File: src/rtl/power_rail_monitor.sv
// power_rail_monitor: supervises the 3.3 V / 2.5 V / 1.2 V rails against their enables,
// checking rise/fall windows, dropout, stuck-on and ordering, with a first-fault latch.
module power_rail_monitor #(
    parameter int T_RISE = 8,
    parameter int T_FALL = 8,
    parameter int CW     = 5
) (
    input  logic       clk,
    input  logic       reset_n,
    input  logic       en33,
    input  logic       en25,
    input  logic       en12,
    input  logic       pg33,
    input  logic       pg25,
    input  logic       pg12,
    input  logic       clear,
    output logic       pwr_ok,
    output logic       fault,
    output logic [2:0] fault_code,
    output logic [1:0] fault_rail
);

    typedef enum logic [2:0] {
        S_OFF     = 3'd0,
        S_RISING  = 3'd1,
        S_ON      = 3'd2,
        S_FALLING = 3'd3,
        S_FLT     = 3'd4
    } rail_state_e;

    localparam logic [2:0] FC_NONE  = 3'd0;
    localparam logic [2:0] FC_RISE  = 3'd1;
    localparam logic [2:0] FC_DROP  = 3'd2;
    localparam logic [2:0] FC_FALL  = 3'd3;
    localparam logic [2:0] FC_STUCK = 3'd4;
    localparam logic [2:0] FC_ORDER = 3'd5;

    localparam logic [CW-1:0] RISE_LAST = CW'(T_RISE - 1);
    localparam logic [CW-1:0] FALL_LAST = CW'(T_FALL - 1);
    localparam logic [CW-1:0] TIMER_ONE = {{(CW-1){1'b0}}, 1'b1};

    // Rail index 0 = 3.3 V, 1 = 2.5 V, 2 = 1.2 V; lower index wins simultaneous faults.
    function automatic logic [4:0] first_fault(input logic [2:0] c0,
                                               input logic [2:0] c1,
                                               input logic [2:0] c2);
        logic [4:0] sel;
        sel = {2'd0, FC_NONE};
        if (c0 != FC_NONE) begin
            sel = {2'd1, c0};
        end else if (c1 != FC_NONE) begin
            sel = {2'd2, c1};
        end else if (c2 != FC_NONE) begin
            sel = {2'd3, c2};
        end
        return sel;
    endfunction

    logic [2:0]  en_v;
    logic [2:0]  pg_meta_q;
    logic [2:0]  pg_sync_q;

    rail_state_e state_q [3];
    rail_state_e state_d [3];
    logic [CW-1:0] timer_q [3];
    logic [CW-1:0] timer_d [3];
    logic [2:0]  rail_code [3];
    logic [2:0]  order_ok;
    logic        any_fault;
    logic [4:0]  winner;

    logic        fault_q, fault_d;
    logic [2:0]  code_q, code_d;
    logic [1:0]  rail_q, rail_d;
    logic        pwr_ok_q, pwr_ok_d;

    assign en_v = {en12, en25, en33};

    always_ff @(posedge clk or negedge reset_n) begin
        if (!reset_n) begin
            pg_meta_q <= 3'b000;
            pg_sync_q <= 3'b000;
        end else begin
            pg_meta_q <= {pg12, pg25, pg33};
            pg_sync_q <= pg_meta_q;
        end
    end

    always_comb begin
        order_ok[0] = 1'b1;
        order_ok[1] = (state_q[0] == S_ON);
        order_ok[2] = (state_q[1] == S_ON);
        any_fault   = 1'b0;
        for (int r = 0; r < 3; r++) begin
            state_d[r]   = state_q[r];
            timer_d[r]   = timer_q[r];
            rail_code[r] = FC_NONE;
            case (state_q[r])
                S_OFF: begin
                    if (en_v[r]) begin
                        state_d[r] = S_RISING;
                        timer_d[r] = '0;
                    end else if (pg_sync_q[r]) begin
                        rail_code[r] = FC_STUCK;
                    end
                end
                S_RISING: begin
                    if (pg_sync_q[r]) begin
                        if (order_ok[r]) begin
                            state_d[r] = S_ON;
                        end else begin
                            rail_code[r] = FC_ORDER;
                        end
                    end else if (!en_v[r]) begin
                        state_d[r] = S_FALLING;
                        timer_d[r] = '0;
                    end else begin
                        timer_d[r] = timer_q[r] + TIMER_ONE;
                        if (timer_q[r] == RISE_LAST) begin
                            rail_code[r] = FC_RISE;
                        end
                    end
                end
                S_ON: begin
                    if (!en_v[r]) begin
                        state_d[r] = S_FALLING;
                        timer_d[r] = '0;
                    end else if (!pg_sync_q[r]) begin
                        rail_code[r] = FC_DROP;
                    end
                end
                S_FALLING: begin
                    if (!pg_sync_q[r]) begin
                        state_d[r] = S_OFF;
                    end else if (en_v[r]) begin
                        // Re-enable while still good: goes straight back to ON, subject to ordering.
                        if (order_ok[r]) begin
                            state_d[r] = S_ON;
                        end else begin
                            rail_code[r] = FC_ORDER;
                        end
                    end else begin
                        timer_d[r] = timer_q[r] + TIMER_ONE;
                        if (timer_q[r] == FALL_LAST) begin
                            rail_code[r] = FC_FALL;
                        end
                    end
                end
                S_FLT: begin
                    if (clear) begin
                        state_d[r] = S_OFF;
                        timer_d[r] = '0;
                    end
                end
                default: begin
                    state_d[r] = S_OFF;
                    timer_d[r] = '0;
                end
            endcase
            if (rail_code[r] != FC_NONE) begin
                any_fault = 1'b1;
            end
        end
        // A fault on any rail shuts every rail FSM down together.
        if (any_fault) begin
            for (int r = 0; r < 3; r++) begin
                state_d[r] = S_FLT;
                timer_d[r] = '0;
            end
        end
    end

    always_ff @(posedge clk or negedge reset_n) begin
        if (!reset_n) begin
            for (int r = 0; r < 3; r++) begin
                state_q[r] <= S_OFF;
                timer_q[r] <= '0;
            end
        end else begin
            for (int r = 0; r < 3; r++) begin
                state_q[r] <= state_d[r];
                timer_q[r] <= timer_d[r];
            end
        end
    end

    assign winner = first_fault(rail_code[0], rail_code[1], rail_code[2]);

    always_comb begin
        fault_d = fault_q;
        code_d  = code_q;
        rail_d  = rail_q;
        if (clear) begin
            fault_d = 1'b0;
            code_d  = FC_NONE;
            rail_d  = 2'd0;
        end
        // A new fault on the clearing edge still gets captured.
        if (any_fault && (!fault_q || clear)) begin
            fault_d = 1'b1;
            code_d  = winner[2:0];
            rail_d  = winner[4:3];
        end
        pwr_ok_d = (state_q[0] == S_ON) && (state_q[1] == S_ON) &&
                   (state_q[2] == S_ON) && !fault_q;
    end

    always_ff @(posedge clk or negedge reset_n) begin
        if (!reset_n) begin
            fault_q  <= 1'b0;
            code_q   <= FC_NONE;
            rail_q   <= 2'd0;
            pwr_ok_q <= 1'b0;
        end else begin
            fault_q  <= fault_d;
            code_q   <= code_d;
            rail_q   <= rail_d;
            pwr_ok_q <= pwr_ok_d;
        end
    end

    assign pwr_ok     = pwr_ok_q;
    assign fault      = fault_q;
    assign fault_code = code_q;
    assign fault_rail = rail_q;

endmodule

File: config.mk
export PLATFORM = sky130hd
export DESIGN_NAME = power_rail_monitor
export DESIGN_NICKNAME = d
export VERILOG_FILES = /design/src/rtl/power_rail_monitor.sv
export SDC_FILE = /design/constraint.sdc
export NUM_CORES = 1
export LEC_CHECK = 0
export BUFFER_PORTS_ARGS = -buffer_cell sky130_fd_sc_hd__clkbuf_2
export CORE_MARGIN = 5
export CORE_UTILIZATION = 57
export CTS_BUF_LIST = sky130_fd_sc_hd__clkbuf_8
export DETAILED_ROUTE_END_ITERATION = 6
export PLACE_DENSITY = 0.9
export REMOVE_ABC_BUFFERS = 1
export SLEW_MARGIN = 20
export SYNTH_ARGS = -nofsm -noshare
export SYNTH_HDL_FRONTEND = slang
export SYNTH_SLANG_ARGS = --single-unit
File: constraint.sdc
create_clock -name clk -period 2.06 [get_ports clk]
set_clock_uncertainty 0.05 [all_clocks]
set_input_delay 0.206 -clock clk [delete_from_list [all_inputs] [get_ports clk]]
set_output_delay 0.206 -clock clk [all_outputs]
set_load 0.01 [all_outputs]
==> key figures, run 1 <==
Status
  – Status: finished clean

Routing
  – 1st-pass router iterations: 4
  – Antenna Nets Post-Route: 0
  – Routed WL: 6273 um
  – Iter 0 DRT Violations: 205
  – Via count: 2294
  – WL/cell: 17.05 um
  – # DRC: 0
  – Number of vias per cell: 6.234

GRT
  – Vias in the first global route: 2226
  – Pin count of the biggest net entering global routing: 24
  – Global-route wire length before repair: 10230 um
  – All-Layer GR Usage: 20.87%
  – Total gr overflow: 0
  – Initial antenna violation count: 0

Worst setup path
  – Family with the most delay on the worst path: compound AO/OA/AOI/OAI gates
  – Reg2reg path depth: 8
  – Worst setup path class: flip-flop to flip-flop
  – CP required: 2180 ps
  – Crit. Startpoint: timer_q[6]
  – CP cell instances: ha_2 -> and4bb_2 -> nand4_1 -> a31oi_4 -> nor2_4 -> buf_6 -> a31oi_2 -> o32ai_4
  – CP Depth: 8
  – Crit Path Max Fanout: 4
  – Crit Reg-Reg Endpoint: fault_code[1]
  – Slowest stage delay, CP: 370 ps
  – Crit path DAT: 2180 ps
  – Worst Setup End Kind: flip-flop
  – Reg2Reg Launch Point: timer_q[6]
  – CP bufs+invs: 1
  – Critical Path Sink: fault_code[1]
  – Reg2Reg Setup Slack: 5 ps
  – Startpoint type of the worst setup path: flip-flop
  – Slowest CP cell: dfrtp_1

Clock tree
  – Clk_lat worst skew: 300 ps
  – # H-tree levels: 2
  – Reg clk slew, reported paths: 70 ps
  – Clk sink count: 37
  – CTS tree: built
  – Deepest clock path buffer count: 2
  – CTS Root Cell: clkbuf_8
  – Number of CTS-inserted buffers: 5

Timing
  – RSZ-0062 raised after global routing: true
  – Final number of setup-violating endpoints: 0
  – Tightest Pin Transition: 447.5 ps
  – Fin crit share: 99.76%
  – Minimum clock period after layout: 2055 ps
  – Highest clock rate: 0.4866 GHz
  – Rel. slew slack: 69.94%
  – Final Max Tran Viols: 0
  – Final Hold Fails: 0

Power and ir drop
  – Leak Pwr: 1.336 nW
  – Power Total: 3.223 mW
  – Worst VDD drop: 652.8 uV
  – Power Dens Cells: 1025 nW/um2

Logic synthesis
  – Synth Area in Compound Gates: 22.93%
  – Post-Syn Area: 2526 um2
  – Synth Area in Simple Gates: 30.46%
  – Syn_area_per_cell: 9.716 um2
  – Number of flops mapped to enable cells by yosys: 0
  – Post-synthesis mux area share: 2.427%
  – Yosys reg bits: 37
  – Post-synth top flop: dfrtp_1
  – Netlist cell types: 75
  – Synth Area in XOR/XNOR: 0.3467%
  – Syn. warnings: 0
  – Largest family of logic cells by synthesized area: simple AND/OR/NAND/NOR gates
  – Sequential element share of the synthesized area: 36.65%
  – Post-Synth Adder-Cell Area: 1.486%
  – Synthesized netlist cell count: 260
  – Async SR Flop Fraction: 100.0%

Place
  – Post-DP HPWL: 4234 um
  – Gpl congestion: 0.9240
  – Post-DP Area: 2811 um2
  – IO buf count: 15

Floorplanning
  – Core area: 4324 um2
  – Placement Rows: 24
  – Initial Util: 58.42%
  – Chip Height: 76.57 um
  – Die ar.: 5863 um2
  – IO Pins: 16
  – Horiz. Die Dim: 76.57 um

Job
  – Max-cap violation count: 0

Min path
  – Min-delay src: clear
  – Tightest Hold Check Type: input pin to flip-flop

Finish
  – Fillcell total: 285
  – Area Overhead vs Synth: 24.42%
  – Diodes inserted: 0
  – Share of cells above drive strength 1: 39.24%
  – Nets: 327
  – Sequential cell area: 929.6 um2
  – Post-route design area: 3143 um2
  – Area of the multi-input gates: 1575 um2
power breakdown:
group / total [mW] / leakage (nW) / switching, mW / internal, mW
clock: 0.654 / 0.0626 / 0.264 / 0.390
combinational: 1.54 / 0.790 / 0.867 / 0.675
sequential: 1.03 / 0.483 / 0.183 / 0.845
total: 3.22 / 1.34 / 1.31 / 1.91
Yosys cell counts (all sizes together), types with 3 or more instances:
cell type | n | area [um2]
dfrtp | 37 | 925.9
nor2 | 25 | 128.9
a21oi | 23 | 145.1
nand2 | 18 | 67.56
o21ai | 15 | 75.07
nand3 | 12 | 70.07
buf | 9 | 85.08
nand2b | 8 | 57.55
nor3b | 8 | 75.08
nor2b | 7 | 43.79
a31oi | 6 | 52.55
inv | 6 | 22.52
a211oi | 5 | 42.54
and2b | 5 | 41.29
mux2i | 5 | 50.05
nor3 | 4 | 20.02
and3 | 3 | 18.77
and3b | 3 | 31.28
clkbuf | 3 | 32.53
ha | 3 | 37.54
nand3b | 3 | 22.52
nand4 | 3 | 18.77
nor4 | 3 | 25.02
or2b | 3 | 23.77
how the worst min path moves through the flow:
| stage | endpoint | slack (ps) | cells after the start |
|---|---|---|---|
| 3_5_place_dp | timer_q[6] | 100 | 1 |
| 4_1_cts | state_q[5] | 240 | 3 |
| 5_1_grt | state_q[5] | 260 | 3 |
| 6_report | state_q[5] | 240 | 3 |
| 3_3_place_gp | timer_q[5] | 100 | 1 |
| 2_1_floorplan | fault | -140 | 0 |
layout by cell type (no fill, tap or decap), types with 3 or more instances in the layout:
master / n
clkbuf_8: 6
dlygate4sd3_1: 4
nor2_4: 4
clkbuf_2: 15
dfrtp_2: 3
a21oi_1: 12
buf_4: 39
nand2b_1: 7
nor2b_1: 6
nand4_1: 3
inv_1: 7
nor2_1: 17
a21oi_2: 11
nor2_2: 4
o21ai_0: 12
o21ai_1: 3
a211oi_2: 3
nor3_1: 3
nor3b_1: 5
nand2_1: 18
dfrtp_1: 34
mux2i_1: 5
a31oi_1: 4
and2b_2: 3
nand3b_1: 3
nand3_1: 10
per-layer routing:
metal  vias to the layer above  share of wire (%)  GRT usage (%)
met5                         -                  0              0
met4                         0                1.7          6.818
met3                        12                4.9          4.610
met2                        70                 50          35.02
met1                      1134                 43          26.46
li1                       1078                  -              -
stage by stage:
step / setup WS (ps) / TNS, ps / cells / hold slack [ps] / utilization, %
after detailed placement: -14.89 / -14.89 / 350 / 99.91 / 65.02
final: 5.019 / 0 / 368 / 241.8 / 72.69
after global routing: -82.84 / -198.1 / 368 / 258.1 / 72.69
after CTS: 3.022 / 0 / 362 / 244.2 / 68.98
after floorplan: -160.9 / -499.2 / 248 / -139.6 / -
after global placement: 33.65 / 0 / 350 / 95.92 / 65.02
flip-flops by register name, summed over array words and instances (netlist names):
register,cells
fault,1
fault_code,3
fault_rail,2
pg_meta_q,3
pg_sync_q,3
pwr_ok,1
state_q,9
timer_q,15
logic make-up after synthesis:
logic type               after synthesis
AND/OR/NAND/NOR                      119
AO/OA/AOI/OAI                         75
flip-flops                            37
buffers and inverters                 19
multiplexers                           6
adder cells (fa/ha/maj)                3
XOR/XNOR                               1
tightest hold or removal path, delay by kind of cell:
kind | cells | cell delay (ps)
simple gates | 2 | 220
buf+inv | 1 | 120
repair_timing:
item	CTS	global route
setup endpoints to repair	2	25
buffers inserted	0	6
hold buffers	4	0
gates cloned	0	0
gates resized for setup	3	27
pin swaps	3	7
endpoints found under the hold margin	17	0
layout make-up:
cell class / instances / share of cell area (%)
clock buffers: 6 / 2.627
clock inverters: 2 / 1.075
inverters: 7 / 0.8360
multi-input cells: 204 / 50.12
flip-flops and latches: 37 / 29.58
well taps: 52 / 2.070
repair buffers: 60 / 13.69
Note: power is estimated with default switching activity, not from simulation.
==> run 2: changes to the inputs <==
- CORE_UTILIZATION: 57 -> 55
- CTS_BUF_LIST: sky130_fd_sc_hd__clkbuf_8 -> default
- CTS_CLUSTER_SIZE: default -> 12
- PLACE_DENSITY: 0.9 -> 0.87
==> key figures, run 2 (same netlist as run 1, synthesis figures left out) <==
Clock tree
  – Reg clk slew, reported paths: 80 ps
  – Number of CTS-inserted buffers: 5
  – Clk sink count: 37
  – Clk_lat worst skew: 300 ps
  – CTS Root Cell: clkbuf_8
  – # H-tree levels: 2
  – Deepest clock path buffer count: 2
  – CTS tree: built

GRT
  – All-Layer GR Usage: 20.69%
  – Vias in the first global route: 2177
  – Initial antenna violation count: 0
  – Global-route wire length before repair: 10290 um
  – Pin count of the biggest net entering global routing: 21
  – Total gr overflow: 0

Place
  – IO buf count: 15
  – Placed Cells incl. Taps: 347
  – Post-DP Area: 2801 um2
  – Gpl congestion: 0.9282
  – Post-DP HPWL: 4328 um
  – Pre-CTS setup slack: 8.078 ps

Worst setup path
  – Critical Path Sink: fault_code[2]
  – Worst setup path class: flip-flop to flip-flop
  – Startpoint type of the worst setup path: flip-flop
  – Reg2Reg Setup Slack: -40 ps
  – CP required: 2240 ps
  – Crit path DAT: 2280 ps
  – Worst Setup End Kind: flip-flop
  – Crit. Startpoint: timer_q[6]
  – Crit Reg-Reg Endpoint: fault_code[2]
  – Reg2reg path depth: 8
  – Crit Path Max Fanout: 3
  – Reg2Reg Launch Point: timer_q[6]

Timing
  – Total negative slack: -62.04 ps
  – Highest clock rate: 0.4770 GHz
  – Minimum hold slack: 206.3 ps
  – Rel. slew slack: 64.35%
  – Final number of setup-violating endpoints: 2
  – Fin crit share: 101.8%
  – Final Max Tran Viols: 0
  – RSZ-0062 raised after global routing: true
  – Final WS setup: -36.35 ps
  – Final Hold Fails: 0
  – Minimum clock period after layout: 2096 ps
  – Tightest Pin Transition: 534.8 ps

Floorplanning
  – IO Pins: 16
  – Core area: 4414 um2
  – Placement Rows: 24
  – Die ar.: 6048 um2
  – Chip Height: 77.77 um
  – Initial Util: 57.23%
  – Horiz. Die Dim: 77.77 um

Min path
  – Tightest Hold Check Type: input pin to flip-flop
  – Min-delay src: clear

Finish
  – Share of cells above drive strength 1: 37.34%
  – Area Overhead vs Synth: 21.25%
  – Non-filler cells, final: 360
  – Most frequent cells in the layout: 33 x dfrtp_1, 28 x buf_4, 18 x nand2_1
  – Largest register FFs: 15
  – Diodes inserted: 0
  – Reg with most FFs: timer_q
  – Nets: 319
  – Most common cell after layout, fill and taps aside: dfrtp_1
  – Biggest registers after layout: timer_q (15), state_q (9)
  – Post-route design area: 3063 um2
  – Core Util, Final: 69.39%

Status
  – Failing checks: setup timing
  – Status: finished, violations left

Routing
  – 1st-pass router iterations: 4
  – Iter 0 DRT Violations: 145
  – Number of vias per cell: 6.161
  – # DRC: 0
  – WL/cell: 17.54 um
  – Routed WL: 6313 um
  – Via count: 2218
  – Antenna Nets Post-Route: 0

Power and ir drop
  – Power Total: 3.040 mW
  – Power Dens Cells: 992.7 nW/um2
  – Worst VDD drop: 610.5 uV
  – Leak Pwr: 1.279 nW

Job
  – Max-cap violation count: 0
## run 2: changes by cell type in the layout (fill, tap and decap cells not counted), moves of 2 or more
cell / before / now
o21ai_0: 12 / 14
o21ai_1: 3 / 1
buf_6: 2 / 4
buf_4: 39 / 28
clkinv_2: 0 / 2
## run 2: final cells by class
| type | instances | area (um2) |
|---|---|---|
| fillers | 317 | 1351 |
| multi-input cells | 204 | 1568 |
| repair buffers | 52 | 390.4 |
| flip-flops and latches | 37 | 930.9 |
| well taps | 52 | 65.06 |
| clock buffers | 6 | 72.57 |
| inverters | 7 | 26.28 |
| clock inverters | 2 | 10.01 |
## run 2: timing repair
action / CTS / global route
hold buffers: 4 / 0
setup endpoints to repair: 4 / 25
hold endpoints to repair: 22 / 0
setup buffers: 0 / 1
pin swaps: 3 / 8
resized for setup: 3 / 26
## run 2: worst min path at each step
stage                               end  slack, ps  cells after the start
final                             fault        210                      4
after global routing              fault        230                      4
after CTS                         fault        210                      4
after detailed placement  fault_code[0]        160                      1
after global placement    fault_code[0]        150                      1
after floorplan                   fault       -140                      0
## run 2: layer usage
| layer | share of wire [%] | vias up | global-route usage [%] |
|---|---|---|---|
| met5 | 0 | - | 0 |
| met4 | 2.2 | 0 | 7.904 |
| met3 | 5.3 | 12 | 4.051 |
| met2 | 51 | 71 | 34.39 |
| met1 | 42 | 1070 | 26.40 |
| li1 | - | 1065 | - |
## run 2: where the power goes
group,switching (mW),internal [mW]
clock network,0.271,0.235
registers,0.192,0.845
logic,0.842,0.656
total,1.30,1.74
## run 2: critical path, stage by stage, from the launching register on
cell,delay [ps]
dfrtp_1,390
ha_2,190
and4bb_2,250
a22oi_2,230
buf_4,160
nor2_1,30
or4_1,450
a21oi_2,170
o2bb2ai_1,120
==> run 3: changes to the inputs <==
- BUFFER_PORTS_ARGS: -buffer_cell sky130_fd_sc_hd__clkbuf_2 -> -buffer_cell sky130_fd_sc_hd__buf_2
==> key figures, run 3 (same netlist as run 1, synthesis figures left out) <==
Routing
  – # DRC: 0
  – Via count: 2235
  – WL/cell: 17.05 um
  – Routed WL: 6206 um
  – Number of vias per cell: 6.140
  – Iter 0 DRT Violations: 133
  – 1st-pass router iterations: 4
  – Antenna Nets Post-Route: 0

Worst setup path
  – Reg2reg path depth: 8
  – Crit path DAT: 2220 ps
  – Worst setup path class: flip-flop to flip-flop
  – Slowest stage delay, CP: 380 ps
  – CP required: 2200 ps
  – Slowest CP cell: dfrtp_1
  – CP Depth: 8
  – Family with the most delay on the worst path: simple AND/OR/NAND/NOR gates
  – Startpoint type of the worst setup path: flip-flop
  – Crit Path Max Fanout: 4
  – CP cell instances: ha_2 -> and4bb_2 -> nand4_1 -> a31oi_4 -> nor2_2 -> buf_4 -> and3_4 -> o32ai_2
  – Worst Setup End Kind: flip-flop
  – CP bufs+invs: 1

Place
  – IO buf count: 15
  – Pre-CTS setup slack: -21.60 ps
  – Post-DP HPWL: 4246 um
  – Gpl congestion: 0.8879

Finish
  – Nets: 324
  – Diodes inserted: 0
  – Area Overhead vs Synth: 22.09%
  – Core Util, Final: 69.87%
  – Largest register FFs: 15
  – Fillcell total: 306
  – Biggest registers after layout: timer_q (15), state_q (9)
  – Share of cells above drive strength 1: 38.78%
  – Most common cell after layout, fill and taps aside: buf_4
  – Reg with most FFs: timer_q
  – Most frequent cells in the layout: 37 x buf_4, 34 x dfrtp_1, 18 x nand2_1

Clock tree
  – Number of CTS-inserted buffers: 5
  – CTS tree: built
  – Deepest clock path buffer count: 2
  – Clk sink count: 37
  – Reg clk slew, reported paths: 70 ps
  – Clk_lat worst skew: 290 ps
  – CTS Root Cell: clkbuf_8
  – # H-tree levels: 2

Timing
  – Rel. slew slack: 45.57%
  – Final Hold Fails: 0
  – Minimum clock period after layout: 2075 ps
  – RSZ-0062 raised after global routing: true
  – Total negative slack: -14.76 ps
  – Final number of setup-violating endpoints: 1
  – Tightest Pin Transition: 816.4 ps
  – Highest clock rate: 0.4820 GHz
  – Fin crit share: 100.7%
  – Final Max Tran Viols: 0
  – Final WS setup: -14.76 ps

Floorplanning
  – Die ar.: 6048 um2
  – Initial Util: 57.23%
  – Placement Rows: 24
  – IO Pins: 16
  – Core area: 4414 um2
  – Horiz. Die Dim: 77.77 um
  – Chip Height: 77.77 um

GRT
  – Global-route wire length before repair: 10090 um
  – Initial antenna violation count: 0
  – Total gr overflow: 0
  – All-Layer GR Usage: 20.33%
  – Vias in the first global route: 2218
  – Pin count of the biggest net entering global routing: 38

Power and ir drop
  – Internal: 1.805 mW
  – Reg power frac: 33.3%
  – Power Dens Cells: 1002 nW/um2
  – P_sw: 1.286 mW
  – Clk network pwr share: 16.7%
  – Worst VDD drop: 563.6 uV
  – Switching Share: 41.61%
  – Leak Pwr: 1.302 nW
  – Combinational share of power: 50.0%

Job
  – Max-cap violation count: 0

Min path
  – Tightest Hold Check Type: flip-flop to flip-flop
  – Hold Path Depth: 0

Status
  – Status: finished, violations left
  – Failing checks: setup timing
==> run 3: layout make-up <==
| cell class | instances | area (um2) | area share, % |
|---|---|---|---|
| multi-input combinational | 204 | 1573 | 50.99 |
| inverter | 7 | 26.28 | 0.8519 |
| sequential | 37 | 929.6 | 30.14 |
| clock buffer | 7 | 86.33 | 2.799 |
| timing repair buffer | 57 | 404.1 | 13.10 |
| tap | 52 | 65.06 | 2.110 |
==> run 3: what timing repair did <==
action | in CTS | in global routing
setup buffers | 1 | 3
endpoints found under the setup margin | 7 | 26
gates cloned | 0 | 0
hold buffers | 4 | 0
gates resized for setup | 3 | 26
pin swaps | 4 | 4
endpoints found under the hold margin | 40 | 0
==> run 3: worst paths after layout <==
check | from | end | slack [ps]
max in group asynchronous | reset_n | state_q[7] | 890
worst max-delay path | timer_q[5] | fault_code[1] | -10
worst max register to register | timer_q[5] | fault_code[1] | -10
worst min register to register | pg_meta_q[2] | pg_sync_q[2] | 290
worst min-delay path | pg_meta_q[2] | pg_sync_q[2] | 290
min in group asynchronous | reset_n | state_q[6] | 490
==> run 3: layer usage <==
| layer | GRT usage [%] | part of all wire [%] | vias to the layer above |
|---|---|---|---|
| li1 | - | - | 1068 |
| met1 | 25.56 | 43 | 1105 |
| met2 | 34.14 | 51 | 48 |
| met3 | 4.282 | 3.9 | 14 |
| met4 | 7.560 | 2.1 | 0 |
| met5 | 0 | 0 | - |
==> run 3: metrics by stage <==
step	instance area (um2)	power (mW)	hold WS, ps	cells
finish	3084	3.092	294.8	364
detailed placement	2804	2.353	265.3	349
floorplan	2409	1.798	-139.6	248
global placement	2804	2.315	264.9	349
CTS	2944	2.895	300.2	361
global route	3084	3.304	307.8	364
==> run 3: power by group through the flow <==
stage,sequential [mW],clock [mW],combinational (mW)
floorplan,1.05,0,0.743
global placement,1.01,0,1.31
detailed placement,1.02,0,1.34
CTS,1.00,0.526,1.37
global route,1.05,0.563,1.69
finish,1.03,0.516,1.55
